### src/rtl/muldiv_pkg.sv
// Shared constants for the iterative multiply/divide unit.
// Latency: n/a (definitions only).
// Backpressure: n/a (definitions only).
//
// Holds op encodings, FSM state codes, the iteration count and small op-decode helpers.
package muldiv_pkg;

  localparam int ITER = 32;

  localparam logic [1:0] OP_MULU = 2'b00;
  localparam logic [1:0] OP_MULS = 2'b01;
  localparam logic [1:0] OP_DIVU = 2'b10;
  localparam logic [1:0] OP_DIVS = 2'b11;

  typedef logic [1:0] state_t;
  localparam state_t ST_IDLE = 2'd0;
  localparam state_t ST_CALC = 2'd1;
  localparam state_t ST_FIX  = 2'd2;
  localparam state_t ST_DONE = 2'd3;

  function automatic logic op_is_div(input logic [1:0] op);
    return (op == OP_DIVU) || (op == OP_DIVS);
  endfunction

  function automatic logic op_is_signed(input logic [1:0] op);
    return (op == OP_MULS) || (op == OP_DIVS);
  endfunction

endpackage

### src/rtl/muldiv_if.sv
// Request/result bundle between the decode/register stage and the multiply/divide unit.
// Latency: n/a (wiring only).
// Backpressure: none; the requester must hold off while busy is high.
//
// master: start/op/src_a/src_b/dest out; busy/done/wb_en/wb_addr/wb_data/hi_data/div_by_zero in.
// slave:  the mirror image, used by muldiv_unit.
interface muldiv_if #(
  parameter int WIDTH = 32,
  parameter int AW    = 5
);
  logic             start;
  logic [1:0]       op;
  logic [WIDTH-1:0] src_a;
  logic [WIDTH-1:0] src_b;
  logic [AW-1:0]    dest;
  logic             busy;
  logic             done;
  logic             wb_en;
  logic [AW-1:0]    wb_addr;
  logic [WIDTH-1:0] wb_data;
  logic [WIDTH-1:0] hi_data;
  logic             div_by_zero;

  modport master (
    output start, op, src_a, src_b, dest,
    input  busy, done, wb_en, wb_addr, wb_data, hi_data, div_by_zero
  );

  modport slave (
    input  start, op, src_a, src_b, dest,
    output busy, done, wb_en, wb_addr, wb_data, hi_data, div_by_zero
  );
endinterface

### src/rtl/muldiv_step.sv
// One iteration of shift-add multiply or restoring divide on a double-width accumulator.
// Latency: combinational.
// Backpressure: none.
//
// Ports: acc (in, {high,low}), operand (in, multiplicand or divisor magnitude),
//        div_mode (in, 1 = divide step), acc_next (out).
module muldiv_step
  import muldiv_pkg::*;
#(
  parameter int WIDTH = 32
) (
  input  logic [2*WIDTH-1:0] acc,
  input  logic [WIDTH-1:0]   operand,
  input  logic               div_mode,
  output logic [2*WIDTH-1:0] acc_next
);

  logic [WIDTH:0] sum;
  logic [WIDTH:0] rem_sh;
  logic [WIDTH:0] diff;

  always_comb begin
    // Multiply: high half accumulates, carry becomes the new MSB after the shift.
    sum = {1'b0, acc[2*WIDTH-1:WIDTH]} + (acc[0] ? {1'b0, operand} : '0);
    // Divide: remainder shifted left with the next dividend bit (low-half MSB).
    rem_sh = acc[2*WIDTH-1:WIDTH-1];
    // Remainder stays below the divisor, so bit WIDTH of the difference is the borrow.
    // A zero divisor never borrows, which naturally yields an all-ones quotient.
    diff = rem_sh - {1'b0, operand};
    if (div_mode) begin
      if (!diff[WIDTH]) begin
        acc_next = {diff[WIDTH-1:0], acc[WIDTH-2:0], 1'b1};
      end else begin
        acc_next = {rem_sh[WIDTH-1:0], acc[WIDTH-2:0], 1'b0};
      end
    end else begin
      acc_next = {sum, acc[WIDTH-1:1]};
    end
  end

endmodule

### src/rtl/muldiv_unit.sv
// Iterative multiply (MULU/MULS) and restoring divide (DIVU/DIVS) for the execute stage.
// Latency: 33 clocks from the start edge to the one-cycle done/wb_en pulse; one op per 35 cycles.
// Backpressure: start is only sampled in IDLE; requests while busy or done are dropped.
//
// Ports: clk, reset (sync, active-high), bus (muldiv_if.slave: start/op/src_a/src_b/dest in,
//        busy/done/wb_en/wb_addr/wb_data/hi_data/div_by_zero out).
module muldiv_unit
  import muldiv_pkg::*;
#(
  parameter int WIDTH = 32,
  parameter int AW    = 5
) (
  input  logic     clk,
  input  logic     reset,
  muldiv_if.slave  bus
);

  localparam int CW = $clog2(WIDTH);
  localparam logic [CW-1:0] LAST = CW'(WIDTH - 1);

  state_t             state;
  logic [CW-1:0]      cnt;
  logic [2*WIDTH-1:0] acc;
  logic [2*WIDTH-1:0] acc_next;
  logic [WIDTH-1:0]   operand;
  logic               is_div;
  logic               neg_res;
  logic               neg_rem;
  logic               b_zero;
  logic [AW-1:0]      dest_q;
  logic [AW-1:0]      wb_addr_q;
  logic [WIDTH-1:0]   wb_data_q;
  logic [WIDTH-1:0]   hi_data_q;
  logic               dbz_q;

  // Operand magnitudes and sign flags at request time.
  logic               sgn_a;
  logic               sgn_b;
  logic [WIDTH-1:0]   mag_a;
  logic [WIDTH-1:0]   mag_b;

  always_comb begin
    sgn_a = op_is_signed(bus.op) & bus.src_a[WIDTH-1];
    sgn_b = op_is_signed(bus.op) & bus.src_b[WIDTH-1];
    mag_a = sgn_a ? -bus.src_a : bus.src_a;
    mag_b = sgn_b ? -bus.src_b : bus.src_b;
  end

  // Sign correction applied in FIX.
  logic [2*WIDTH-1:0] prod_fix;
  logic [WIDTH-1:0]   quo_fix;
  logic [WIDTH-1:0]   rem_fix;

  always_comb begin
    prod_fix = neg_res ? -acc : acc;
    // Divide-by-zero keeps the all-ones quotient unsigned.
    quo_fix  = (neg_res && !b_zero) ? -acc[WIDTH-1:0] : acc[WIDTH-1:0];
    rem_fix  = neg_rem ? -acc[2*WIDTH-1:WIDTH] : acc[2*WIDTH-1:WIDTH];
  end

  muldiv_step #(.WIDTH(WIDTH)) u_step (
    .acc      (acc),
    .operand  (operand),
    .div_mode (is_div),
    .acc_next (acc_next)
  );

  always_ff @(posedge clk) begin
    if (reset) begin
      state     <= ST_IDLE;
      cnt       <= '0;
      acc       <= '0;
      operand   <= '0;
      is_div    <= 1'b0;
      neg_res   <= 1'b0;
      neg_rem   <= 1'b0;
      b_zero    <= 1'b0;
      dest_q    <= '0;
      wb_addr_q <= '0;
      wb_data_q <= '0;
      hi_data_q <= '0;
      dbz_q     <= 1'b0;
    end else begin
      case (state)
        ST_IDLE: begin
          if (bus.start) begin
            state   <= ST_CALC;
            cnt     <= '0;
            is_div  <= op_is_div(bus.op);
            neg_res <= sgn_a ^ sgn_b;
            neg_rem <= sgn_a;
            b_zero  <= (bus.src_b == '0);
            dest_q  <= bus.dest;
            // Multiply keeps the multiplier in the low half; divide keeps the dividend there.
            if (op_is_div(bus.op)) begin
              acc     <= {{WIDTH{1'b0}}, mag_a};
              operand <= mag_b;
            end else begin
              acc     <= {{WIDTH{1'b0}}, mag_b};
              operand <= mag_a;
            end
          end
        end
        ST_CALC: begin
          acc <= acc_next;
          if (cnt == LAST) begin
            cnt   <= '0;
            state <= ST_FIX;
          end else begin
            cnt <= cnt + 1'b1;
          end
        end
        ST_FIX: begin
          state     <= ST_DONE;
          wb_addr_q <= dest_q;
          dbz_q     <= is_div & b_zero;
          if (is_div) begin
            wb_data_q <= quo_fix;
            hi_data_q <= rem_fix;
          end else begin
            wb_data_q <= prod_fix[WIDTH-1:0];
            hi_data_q <= prod_fix[2*WIDTH-1:WIDTH];
          end
        end
        default: begin
          state <= ST_IDLE;
        end
      endcase
    end
  end

  assign bus.busy        = (state == ST_CALC) || (state == ST_FIX);
  assign bus.done        = (state == ST_DONE);
  assign bus.wb_en       = (state == ST_DONE);
  assign bus.wb_addr     = wb_addr_q;
  assign bus.wb_data     = wb_data_q;
  assign bus.hi_data     = hi_data_q;
  assign bus.div_by_zero = dbz_q;

endmodule
### src/flat_wrapper.sv
// flat-port wrapper written by rule: the top's interface ports become plain ports
module muldiv_unit_flat import muldiv_pkg::*;
#(
  parameter int WIDTH = 32,
  parameter int AW    = 5
)
  (clk, reset, bus_start, bus_op, bus_src_a, bus_src_b, bus_dest, bus_busy, bus_done, bus_wb_en, bus_wb_addr, bus_wb_data, bus_hi_data, bus_div_by_zero);
  muldiv_if #(.WIDTH(WIDTH), .AW(AW)) bus_i ();
  input  logic clk;
  input  logic reset;
  input wire logic [$bits(bus_i.start)-1:0] bus_start;
  input wire logic [$bits(bus_i.op)-1:0] bus_op;
  input wire logic [$bits(bus_i.src_a)-1:0] bus_src_a;
  input wire logic [$bits(bus_i.src_b)-1:0] bus_src_b;
  input wire logic [$bits(bus_i.dest)-1:0] bus_dest;
  output wire logic [$bits(bus_i.busy)-1:0] bus_busy;
  output wire logic [$bits(bus_i.done)-1:0] bus_done;
  output wire logic [$bits(bus_i.wb_en)-1:0] bus_wb_en;
  output wire logic [$bits(bus_i.wb_addr)-1:0] bus_wb_addr;
  output wire logic [$bits(bus_i.wb_data)-1:0] bus_wb_data;
  output wire logic [$bits(bus_i.hi_data)-1:0] bus_hi_data;
  output wire logic [$bits(bus_i.div_by_zero)-1:0] bus_div_by_zero;
  assign bus_i.start = bus_start;
  assign bus_i.op = bus_op;
  assign bus_i.src_a = bus_src_a;
  assign bus_i.src_b = bus_src_b;
  assign bus_i.dest = bus_dest;
  assign bus_busy = bus_i.busy;
  assign bus_done = bus_i.done;
  assign bus_wb_en = bus_i.wb_en;
  assign bus_wb_addr = bus_i.wb_addr;
  assign bus_wb_data = bus_i.wb_data;
  assign bus_hi_data = bus_i.hi_data;
  assign bus_div_by_zero = bus_i.div_by_zero;
  muldiv_unit #(.WIDTH(WIDTH), .AW(AW)) u_core (.clk(clk), .reset(reset), .bus(bus_i));
endmodule
### config.mk
export PLATFORM = sky130hd
export DESIGN_NAME = muldiv_unit_flat
export DESIGN_NICKNAME = d
export VERILOG_FILES = /design/src/rtl/muldiv_pkg.sv /design/src/rtl/muldiv_if.sv /design/src/rtl/muldiv_step.sv /design/src/rtl/muldiv_unit.sv /design/src/flat_wrapper.sv
export SDC_FILE = /design/constraint.sdc
export NUM_CORES = 1
export LEC_CHECK = 0
export CAP_MARGIN = 30
export CORE_ASPECT_RATIO = 0.5
export CORE_UTILIZATION = 55
export CTS_CLUSTER_DIAMETER = 200
export DETAILED_ROUTE_END_ITERATION = 10
export GPL_TIMING_DRIVEN = 0
export HOLD_SLACK_MARGIN = 0.08
export PLACE_DENSITY = 0.81
export SYNTH_ARGS = -nofsm -noshare
export SYNTH_HDL_FRONTEND = slang
export SYNTH_SLANG_ARGS = --single-unit
### constraint.sdc
create_clock -name clk -period 3.8 [get_ports clk]
set_input_delay 0.95 -clock clk [delete_from_list [all_inputs] [get_ports clk]]
set_output_delay 0.95 -clock clk [all_outputs]
set_load 0.02 [all_outputs]
==> results.py <==
metrics = {
    "grt": {
        "grt_max_degree": 18,
        "grt_pass1_vias": 14410,
        "use_met3_pct": 11.82,
        "antenna_found_initial": 3,
        "overflow": 0,
        "gr-usage-met1_pct": 51.62,
        "grt_util_all_layers_pct": 38.06,
        "grt_pass1_wl_um": 79520,
        "busiest_layer": "met2",
        "grt_use_met2_pct": 57.89,
    },
    "power_and_ir_drop": {
        "powerDensity_nw_per_um2": 574.4,
        "p_leak_nw": 6.484,
        "total_power_mw": 9.803,
        "vdd.ir_drop.worst_mv": 0.4275,
    },
    "synth": {
        "async_flop_share_pct": 0,
        "synth_edf_count": 0,
        "synth_top_area_share_pct": 25.10,
        "ys_types": 83,
        "synth_area_um2": 14520,
        "ys_warn_count": 0,
        "yosysMostFrequentCell": "nor2_1",
        "ys_ff_latch": 182,
        "ys.flop_type": "dfxtp_1",
        "synth.top_cells.by_count": "270 x nor2_1, 204 x a21oi_1, 182 x dfxtp_1, 174 x nand2_1, 107 x o21ai_0",
        "synth.yosys.seq_area_share_pct": 25.10,
        "synthesis.nets": 2123,
        "syn_area_per_cell_um2": 7.358,
        "syn_inst": 1973,
        "synth.area.top_cells": "dfxtp_1 25%, a21oi_1 7.0%, nor2_1 7.0%",
        "yosys.area.top_type": "dfxtp_1",
    },
    "critical_path": {
        "path_delay_family": "compound AO/OA/AOI/OAI gates",
        "cp_data_arrival_time_ns": 4.10,
        "path_common_cell": "a31oi_1",
        "crit_required_ns": 4.19,
        "crit_buf_inv": 1,
        "crit_chain": "and2_1 > ha_1 > inv_1 > fa_1 > nor2b_1 > nor3_1 > o21ai_1 > a21o_1 > a21oi_1 > a31oi_1 > a41oi_1 > or3_1 > a31oi_1",
        "reg2reg_to": "u_core.acc[63]",
        "ff2ff_setup_slack_ns": 0.09,
        "critPathKind": "register to register",
        "reg2regPathDepth": 13,
        "startpoint_type": "register",
        "worstSetupEndpointType": "register",
        "max_stage_delay_ns": 0.61,
        "crit_fanout": 7,
        "r2r-start": "u_core.acc[0]",
        "crit_path_top_delay_cell": "dfxtp_1",
    },
    "clocking": {
        "post_cts_buffers": 0,
        "path_clk_slew_ns": 0.08,
        "cts_hold_buf": 0,
        "cts-root-buf": "clkbuf_16",
        "clk-insertion-delay-late_ns": 0.47,
        "cts_buffers": 17,
        "clock_path_buffers": 2,
        "h-tree-depth": 4,
        "cts_tree": "yes",
        "cts.sinks": 182,
    },
    "floorplanning": {
        "num_rows": 41,
        "core_area_um2": 25550,
        "start_util_pct": 56.82,
        "die_area_um2": 27090,
        "die_w_um": 231.8,
        "io-pin-count": 147,
        "chipHeight_um": 116.9,
    },
    "sta": {
        "setup_viol": 0,
        "fmax_mhz": 269.6,
        "fin_crit_ns": 3.709,
        "worst_pin_slew_ns": 0.9849,
        "timing.final.crit_share_pct": 97.60,
        "fin_skew_ns": 0.01543,
        "slew_headroom_pct": 34.10,
        "hold_ws_ns": 0.4576,
        "drv_slew": 0,
        "hold_violations": 0,
        "grt_setup_unrepaired": "no",
    },
    "hold_path": {
        "holdPathEnd": "u_core.operand[2]",
        "hold_path.class": "register to register",
        "hold_start": "u_core.operand[2]",
        "min_path_cells": 2,
    },
    "final_layout": {
        "final_cell_area_um2": 17070,
        "drive_gt1_share_pct": 4.695,
        "final_nets": 2288,
        "area_growth_pct": 17.57,
    },
    "flow_run": {
        "cap_violations": 0,
    },
    "route": {
        "vias": 16040,
        "first_pass_iters": 8,
        "wl_per_cell_um": 20.89,
        "vias_per_cell": 6.423,
        "ant_nets": 0,
        "drt_iter0_drc": 2248,
        "drt_wl_total_um": 52170,
        "remaining_drc_errors": 0,
    },
    "outcome": {
        "status": "completed",
    },
    "placed_design": {
        "dp_hpwl_um": 40700,
        "place.gp.congestion": 1.023,
        "placed_area_um2": 16410,
        "place.port_buffers": 145,
    },
}
[cells by family (layout without fill, tap and decap cells)]
group	count (synthesis)	after routing	share of synthesized area, %
simple gates	665	665	21.19
compound gates	618	618	27.06
buf+inv	202	380	5.439
flops	182	182	25.10
xor+xnor	169	169	10.20
fa+ha+maj	76	76	6.654
mux	61	61	4.361
other cells	0	2	0
[flip-flops by register name (all words and copies together), names as in the netlist, 2 cells and up]
| register | cells |
|---|---|
| u_core.dest_q | 5 |
| u_core.state | 2 |
| u_core.acc | 64 |
| u_core.bus.wb_data | 32 |
| u_core.operand | 32 |
| u_core.cnt | 5 |
| u_core.bus.hi_data | 32 |
| u_core.bus.wb_addr | 5 |
[power by group]
part	internal [mW]	total [mW]	switching (mW)
combinational	1.92	5.28	3.36
clock	0.898	1.78	0.880
sequential	2.33	2.75	0.420
[stage by stage]
step | worst slack (ns) | std cells | setup TNS [ns] | util, %
3_3_place_gp | -0.4577 | 2462 | -10.27 | 64.19
4_1_cts | 0.02619 | 2495 | 0 | 66.51
6_report | 0.09116 | 2497 | 0 | 66.80
5_1_grt | 0.009011 | 2495 | 0 | 66.78
2_1_floorplan | 0.5126 | 1973 | 0 | -
3_5_place_dp | -0.4458 | 2463 | -10.77 | 64.22
[layout by cell type (no fill, tap or decap), drive strengths merged, types with 82 or more instances in the layout]
master and count:
a21oi 205, dfxtp 182, a211oi 86, o21ai 114
nor2 270, clkdlybuf4s50 146, nand2 174, xor2 82
clkbuf 128, inv 82, xnor2 87
[worst max-delay path by stage]
stage	from	end	slack, ns	cells after the start
6_report	u_core.acc[0]	u_core.acc[63]	0.09	13
5_1_grt	u_core.acc[0]	u_core.acc[56]	0.009	13
3_3_place_gp	bus_src_a[8]	u_core.acc[29]	-0.46	10
2_1_floorplan	bus_src_a[8]	u_core.acc[28]	0.51	9
3_5_place_dp	bus_src_a[8]	u_core.acc[28]	-0.45	10
4_1_cts	u_core.acc[31]	u_core.acc[41]	0.03	14
[worst register-to-register path, stage by stage (launching register included)]
cell     delay [ns]
dfxtp_1        0.61
and2_1         0.20
ha_1           0.17
inv_1          0.06
fa_1           0.38
nor2b_1        0.21
nor3_1         0.07
o21ai_1        0.29
a21o_1         0.27
a21oi_1        0.19
a31oi_1        0.50
a41oi_1        0.19
or3_1          0.37
a31oi_1        0.13
[metal layers]
metal	part of all wire (%)	up-vias	wire length, um
met5	0.023	-	12
met2	42	947	22030
li1	-	7469	-
met3	12	116	6506
met1	43	7503	22320
met4	2.5	2	1302
[repair_timing]
| item | in CTS | in global routing |
|---|---|---|
| setup endpoints to repair | 27 | 49 |
| pin swaps | 0 | 0 |
| gates resized for setup | 5 | 21 |
[area by class of cell]
| class | instances | area, um2 |
|---|---|---|
| buffer | 124 | 510.5 |
| clock inverter | 12 | 115.1 |
| tap | 344 | 430.4 |
| inverter | 78 | 292.8 |
| timing repair buffer | 146 | 1459 |
| multi-input combinational | 1589 | 10150 |
| fill | 2267 | 8481 |
| sequential | 182 | 3643 |
| antenna | 2 | 5.005 |
| clock buffer | 20 | 456.7 |
Note: power is estimated with default switching activity, not from simulation.
